$ cat src/rtl/fetch_unit.sv
// Instruction fetch stage: owns the PC, drives sync-read imem, buffers into a 2-entry queue.
// Optional FETCH_JMP_FOLD_EN: fold JMP responses in fetch instead of delivering them.
module fetch_unit #(
  parameter int unsigned PC_W     = 8,
  parameter int unsigned IW       = 16,
  parameter int unsigned RESET_PC = 0
) (
  input  logic            clk,
  input  logic            rst,
  output logic            imem_en,
  output logic [PC_W-1:0] imem_addr,
  input  logic [IW-1:0]   imem_data,
  output logic            ir_valid,
  input  logic            ir_ready,
  output logic [IW-1:0]   ir_data,
  output logic [PC_W-1:0] ir_pc,
  input  logic            redirect_valid,
  input  logic [PC_W-1:0] redirect_pc,
  output logic            halted
);

  localparam logic [4:0] OP_HLT = 5'b01100;
`ifdef FETCH_JMP_FOLD_EN
  localparam logic [4:0] OP_JMP = 5'b01111;
`endif

  typedef enum logic {RUN, HALT} state_t;

  state_t          state, state_nxt;
  logic [PC_W-1:0] pc, pc_nxt;
  logic            inflight, inflight_discard;
  logic [PC_W-1:0] inflight_pc;
  logic            v1;
  logic [IW-1:0]   d1;
  logic [PC_W-1:0] p1;

  logic            pop, issue, push, fold, redir, resp_ok, discard_nxt;
  logic [1:0]      occ;
  logic            nv0, nv1;
  logic [IW-1:0]   nd0, nd1;
  logic [PC_W-1:0] np0, np1;

  assign resp_ok   = inflight & ~inflight_discard;
  assign imem_en   = issue;
  assign imem_addr = pc;

  // State register
  always_ff @(posedge clk) begin
    if (rst) state <= RUN;
    else     state <= state_nxt;
  end

  // Next-state, issue decision and queue update
  always_comb begin
    state_nxt   = state;
    pc_nxt      = pc;
    pop         = 1'b0;
    issue       = 1'b0;
    push        = 1'b0;
    fold        = 1'b0;
    redir       = 1'b0;
    discard_nxt = 1'b0;
    occ         = 2'd0;
    nv0         = ir_valid;
    nv1         = v1;
    nd0         = ir_data;
    np0         = ir_pc;
    nd1         = d1;
    np1         = p1;
    if (state == RUN) begin
      redir = redirect_valid;
      pop   = ir_valid & ir_ready;
      // Occupancy counts a discarded in-flight slot too; keeps the queue bound simple.
      occ   = 2'(ir_valid) + 2'(v1) + 2'(inflight) - 2'(pop);
      issue = ~rst & ~redir & (occ < 2'd2);
`ifdef FETCH_JMP_FOLD_EN
      fold  = resp_ok & ~redir & (imem_data[IW-1 -: 5] == OP_JMP);
`endif
      push  = resp_ok & ~redir & ~fold;
      if (pop) begin
        nv0 = v1;
        nd0 = d1;
        np0 = p1;
        nv1 = 1'b0;
      end
      if (push) begin
        if (!nv0) begin
          nv0 = 1'b1;
          nd0 = imem_data;
          np0 = inflight_pc;
        end else begin
          nv1 = 1'b1;
          nd1 = imem_data;
          np1 = inflight_pc;
        end
      end
      if (issue) pc_nxt = pc + PC_W'(1);
`ifdef FETCH_JMP_FOLD_EN
      if (fold) begin
        pc_nxt      = PC_W'(imem_data[7:0]);
        discard_nxt = issue;
      end
`endif
      if (redir) begin
        nv0    = 1'b0;
        nv1    = 1'b0;
        pc_nxt = redirect_pc;
      end else if (pop && (ir_data[IW-1 -: 5] == OP_HLT)) begin
        state_nxt = HALT;
        nv0       = 1'b0;
        nv1       = 1'b0;
      end
    end else begin
      nv0 = 1'b0;
      nv1 = 1'b0;
    end
  end

  // Datapath registers: PC, in-flight tracking, queue, halted flag
  always_ff @(posedge clk) begin
    if (rst) begin
      pc               <= PC_W'(RESET_PC);
      inflight         <= 1'b0;
      inflight_discard <= 1'b0;
      inflight_pc      <= '0;
      ir_valid         <= 1'b0;
      ir_data          <= '0;
      ir_pc            <= '0;
      v1               <= 1'b0;
      d1               <= '0;
      p1               <= '0;
      halted           <= 1'b0;
    end else begin
      pc               <= pc_nxt;
      inflight         <= issue;
      inflight_discard <= discard_nxt;
      inflight_pc      <= pc;
      ir_valid         <= nv0;
      ir_data          <= nd0;
      ir_pc            <= np0;
      v1               <= nv1;
      d1               <= nd1;
      p1               <= np1;
      halted           <= (state_nxt == HALT);
    end
  end

endmodule

$ cat config.mk
export PLATFORM = sky130hd
export DESIGN_NAME = fetch_unit
export DESIGN_NICKNAME = d
export VERILOG_FILES = /design/src/rtl/fetch_unit.sv
export SDC_FILE = /design/constraint.sdc
export NUM_CORES = 1
export LEC_CHECK = 0
export ABC_AREA = 1
export BUFFER_PORTS_ARGS = -buffer_cell sky130_fd_sc_hd__buf_2
export CORE_MARGIN = 4
export CORE_UTILIZATION = 40
export CTS_BUF_LIST = sky130_fd_sc_hd__clkbuf_4
export CTS_CLUSTER_SIZE = 24
export DETAILED_ROUTE_END_ITERATION = 7
export PLACE_DENSITY_LB_ADDON = 0.12
export SLEW_MARGIN = 15
export SYNTH_ARGS = -nofsm -noshare
export SYNTH_HDL_FRONTEND = slang
export SYNTH_SLANG_ARGS = --single-unit
$ cat constraint.sdc
create_clock -name clk -period 2.07 [get_ports clk]
set_input_delay 0 -clock clk [delete_from_list [all_inputs] [get_ports clk]]
set_output_delay 0 -clock clk [all_outputs]
set_load 0.005 [all_outputs]
Word level (Yosys, flattened, before mapping)
Cells that the tools add are included.
- bits in registers: 68
- bits in latches: 0
- memory bits (writable): 0
- ROM bits: 0
- input port bits: 28
- output and inout port bits: 35
- logic and storage cells: 46
- memories kept: 0
- $add $sub $neg: 4
- multiply operators: 0
- div/mod/pow operators: 0
- $lt $le $gt $ge: 1
- eq/ne operators: 1
- shifts and indexed selects: 0
- mux-type cells: 18
- bitwise operators: 7
- reduce and logical (&&, ||, !) cells: 5
- operators by type and width (operator ; count):
    $mux 16 ; 3
    $mux 8 ; 5
    $mux 1 ; 10
    $add 8x1->8 const B ; 1
    $eq 5x4->1 const B ; 1
    $and 1x1->1 ; 4
    $reduce_or 4->1 ; 1
    $not 1->1 ; 3
    $reduce_and 3->1 ; 1
    $add 1x1->2 ; 1
    $add 2x1->2 ; 1
    $lt 2x2->1 const B ; 1
    $reduce_and 2->1 ; 1
    $reduce_bool 2->1 ; 1
    $sub 2x1->2 ; 1
    $logic_and 1x1->1 ; 1

Longest topological paths before layout
- word-level depth: 7
- mapped depth: 14
- depth with buffers taken out: 13

Worst setup path before layout
No wires, ideal clock.
- path type: flip-flop to flip-flop
- from: reg ir_valid
- to: reg pc[7], in the netlist imem_addr[7]
- library setup time: 0.111 ns
- arrival: 2.006 ns
- required time: 1.959 ns
- slack: -0.047 ns
- cell stages (with the launch flop): 15
- path buffers: 1
- clock period less this slack: 2.117 ns
- cell sequence: dfxtp_1 -> nand2_2 -> clkinv_1 -> buf_2 -> ha_1 -> inv_1 -> ha_1 -> nand2_1 -> nand2_1 -> nand2_1 -> nand3_2 -> nand2_2 -> nand2_1 -> nor2_1 -> nor2_1
- longest elaborated chain between the ends: 7
- elaborated cells between the ends (all ways): 8
- classes of those cells: add/sub: 3; order compare: 1; bitwise: 2; reduce/logical: 2
- RTL lines (what ; line ; text):
    start, declared ; 13 ; output logic ir_valid,
    start signal, assigned ; 138 ; ir_valid <= nv0;
    $add 1x1->2 ; 74 ; occ = 2'(ir_valid) + 2'(v1) + 2'(inflight) - 2'(pop);
    $add 2x1->2 ; 74 ;
    $sub 2x1->2 (*) ; 74 ;
    $lt 2x2->1 (*) ; 75 ; issue = ~rst & ~redir & (occ < 2'd2);
    $and 1x1->1 (*) ; 75 ;
    $reduce_bool 2->1 (no source line) (*) ; - ;
    $reduce_and 2->1 (no source line) (*) ; - ;
    end signal, assigned ; 122 ; pc <= PC_W'(RESET_PC);
    end signal, assigned ; 134 ; pc <= pc_nxt;
    end, declared ; 30 ; logic [PC_W-1:0] pc, pc_nxt;
Every way passes the cells marked *; elsewhere a longest branch is shown, timed or not.
A chain may end at the register's enable or synchronous reset.

Worst setup path in the final report
- from: reg ir_valid
- to: out imem_en
- longest elaborated chain between the ends: 6
- elaborated cells between the ends (all ways): 7
- classes of those cells: add/sub: 3; order compare: 1; mux: 1; bitwise: 2
- RTL lines (what ; line ; text):
    $add 1x1->2 ; 74 ;
    $add 2x1->2 ; 74 ;
    $sub 2x1->2 (*) ; 74 ;
    $lt 2x2->1 (*) ; 75 ;
    $and 1x1->1 (*) ; 75 ;
    $mux 1 (*) ; 70 ; if (state == RUN) begin
    end, declared ; 10 ; output logic imem_en,
Marks and branches as above.

==> flow_summary.json <==
{
  "ant_nets": 0,
  "reg2reg_slack_ps": 160,
  "synth.area.top_cells": "dfxtp_1 (44%), o21ai_0 (12%), nand2_1 (11%)",
  "leakagePower_nw": 1.84,
  "fin_crit_ps": 1920,
  "critPathLaunch": "ir_valid",
  "ys_types": 26,
  "power_density_mw_per_mm2": 669,
  "synthesis.area_mm2": 0.00307,
  "h-tree-depth": 3,
  "clockBufferDepth": 2,
  "initial_utilization_pct": 41.6,
  "r2r_end": "imem_addr[6]",
  "relSlewSlack_pct": 69.5,
  "status": "finished clean",
  "setup_viol": 0,
  "antenna_found_initial": 0,
  "antenna_cells": 0,
  "final_nets": 559,
  "clkPwrFrac_pct": 33.4,
  "die_w_um": 95.6,
  "end_kind": "output pin",
  "cts_tree": "built",
  "finalMaxSlewViolations": 0,
  "nFillCells": 739,
  "final_common_cell": "nand2_1",
  "drtIter0Drc": 81,
  "crit_end": "imem_en",
  "syn_nets": 474,
  "overflow": 0,
  "dieArea_mm2": 0.00913,
  "post-dp-hpwl_um": 5010,
  "finalCoreUtilization_pct": 52.7,
  "tightest_slew_ps": 457,
  "drt_wl_total_um": 7830,
  "cts_inserted_buffers": 9,
  "ios": 63,
  "io_buffers": 62,
  "pwr-share-seq_pct": 54.1,
  "power_w": 0.00260,
  "place_inst": 586,
  "core-area_mm2": 0.00737,
  "route.detailed.drc": 0,
  "drive_gt1_share_pct": 19.7,
  "firstDrtPassIters": 4,
  "die_h_um": 95.6,
  "fp-row-count": 31,
  "syn_inst": 443,
  "hold_viol_final": 0,
  "vias_per_cell": 4.91,
  "final_cell_mix": "nand2_1 (85), nor2_1 (80), o21ai_0 (74), dfxtp_1 (66), buf_2 (62)",
  "yosys_warnings": 0,
  "wire_per_inst_um": 12.4,
  "hold_ws_ps": 361,
  "synth_top_area_cell": "dfxtp_1",
  "cts.sinks": 68,
  "max-cap-violations": 0,
  "combPwrFrac_pct": 12.6,
  "regToRegStartpoint": "ir_valid",
  "avgSynthCellArea_um2": 6.92,
  "crit_required_ps": 2070,
  "grt_usage_pct": 18.2,
  "finalNonFillerCells": 632,
  "vias": 3103,
  "post-route-period-util_pct": 92.8,
  "ys_seq_elements": 68,
  "ir_drop_mv": 0.260,
  "internal-power_w": 0.00191,
  "clk_pin_slew_worst_paths_ps": 110,
  "grt_pass1_vias": 2818,
  "cp.arrival_ps": 1920,
  "grt_first_pass_wirelength_um": 13200,
  "path_max_fanout": 3,
  "path_class": "reg2out",
  "hp-class": "in2reg",
  "yosys.area.top_type_share_pct": 44.4,
  "fin_skew_ps": 10.9,
  "place_congestion": 0.866,
  "fmax_mhz": 521,
  "grt_max_degree": 50,
  "switching_power_w": 0.000694,
  "reg2reg_depth": 14,
  "seq_area_frac_synth_pct": 44.4,
  "crit_path_start_kind": "flop",
  "clock_latency_ps": 400,
  "fin_setup_tns_ps": 0,
  "clockRootBuffer": "clkbuf_4",
  "area_growth_pct": 26.7,
  "p_sw_share_pct": 26.7
}
flip-flops by register name (all words and copies together) (netlist names):
register	count
ir_valid	1
ir_pc	8
imem_addr	8
d1	16
v1	1
p1	8
halted	1
ir_data	16
inflight_pc	8
inflight	1
cells by family after synthesis:
kind of cell             count (synthesis)  synth area share [%]
AO/OA/AOI/OAI                          108                  17.8
buffers and inverters                   49                  7.38
AND/OR/NAND/NOR                        215                  29.2
flip-flops                              68                  44.4
adder cells (fa/ha/maj)                  3                  1.22
worst max-delay path, stage by stage (launching register included):
cell and delay (ps):
dfxtp_4 370, nand2_2 80, clkinv_2 60, ha_1 270, inv_1 100, ha_4 210
nand2_2 60, nand2_1 50, nand2_2 80, nand3_4 60, nor2_2 80, buf_2 110
how the worst min path moves through the flow:
stage                             from     to  slack (ps)  cells after the start
after floorplan           imem_data[4]  d1[4]         130                      2
after global placement    imem_data[0]  d1[0]         240                      3
after detailed placement  imem_data[4]  d1[4]         250                      3
after CTS                 imem_data[5]  d1[5]         330                      4
after global routing      imem_data[3]  d1[3]         360                      4
final                     imem_data[2]  d1[2]         360                      4
power groups by stage:
stage,sequential (W),clock [W],combinational [W]
global route,0.00141,0.000946,0.000376
CTS,0.00141,0.000899,0.000323
global placement,0.00144,0,0.000276
floorplan,0.00143,0,0.000175
detailed placement,0.00144,0,0.000280
finish,0.00141,0.000868,0.000327
layer usage:
| metal | vias up | GRT usage (%) | wire [um] |
|---|---|---|---|
| li1 | 1630 | - | - |
| met1 | 1389 | 24.2 | 3710 |
| met2 | 77 | 29.2 | 3630 |
| met3 | 7 | 3.08 | 413 |
| met4 | 0 | 7.46 | 79 |
| met5 | - | 0 | 0 |
Yosys cell counts:
cell type and count:
nand2_1 87, nor2_1 81, o21ai_0 74, dfxtp_1 68
nand3_1 37, a21oi_1 24, inv_1 18, clkbuf_1 14
o21ai_1 7, buf_2 5, inv_2 4, buf_4 3
buf_6 3, ha_1 3, nand2_2 2, nand4_1 2
nor3_1 2, a21boi_0 1, a22oi_1 1, clkinv_1 1
inv_4 1, nand2_4 1, nand3_2 1, nor3_4 1
o22ai_1 1, or2_2 1
repair_timing:
| action | in CTS | in global routing |
|---|---|---|
| pin swaps | 0 | 1 |
| buffers inserted | 1 | 2 |
| setup endpoints to repair | 1 | 8 |
| hold endpoints to repair | 51 | 0 |
| resized for setup | 2 | 7 |
| hold buffers | 27 | 0 |
cell type report:
| cell class | count | area [um2] | area share (%) |
|---|---|---|---|
| flip-flops and latches | 68 | 1370 | 35.2 |
| clock inverters | 5 | 52.6 | 1.35 |
| well taps | 99 | 124 | 3.19 |
| multi-input cells | 326 | 1510 | 38.9 |
| repair buffers | 99 | 656 | 16.9 |
| inverters | 24 | 93.8 | 2.41 |
| clock buffers | 11 | 82.6 | 2.12 |
through the flow:
stage | cell area (um2) | worst slack [ps]
global placement | 3420 | 218
finish | 3890 | 150
floorplan | 3070 | 19.4
detailed placement | 3420 | 153
global route | 3890 | -12.9
CTS | 3840 | 62.4
(Power assumes the default switching activity.)
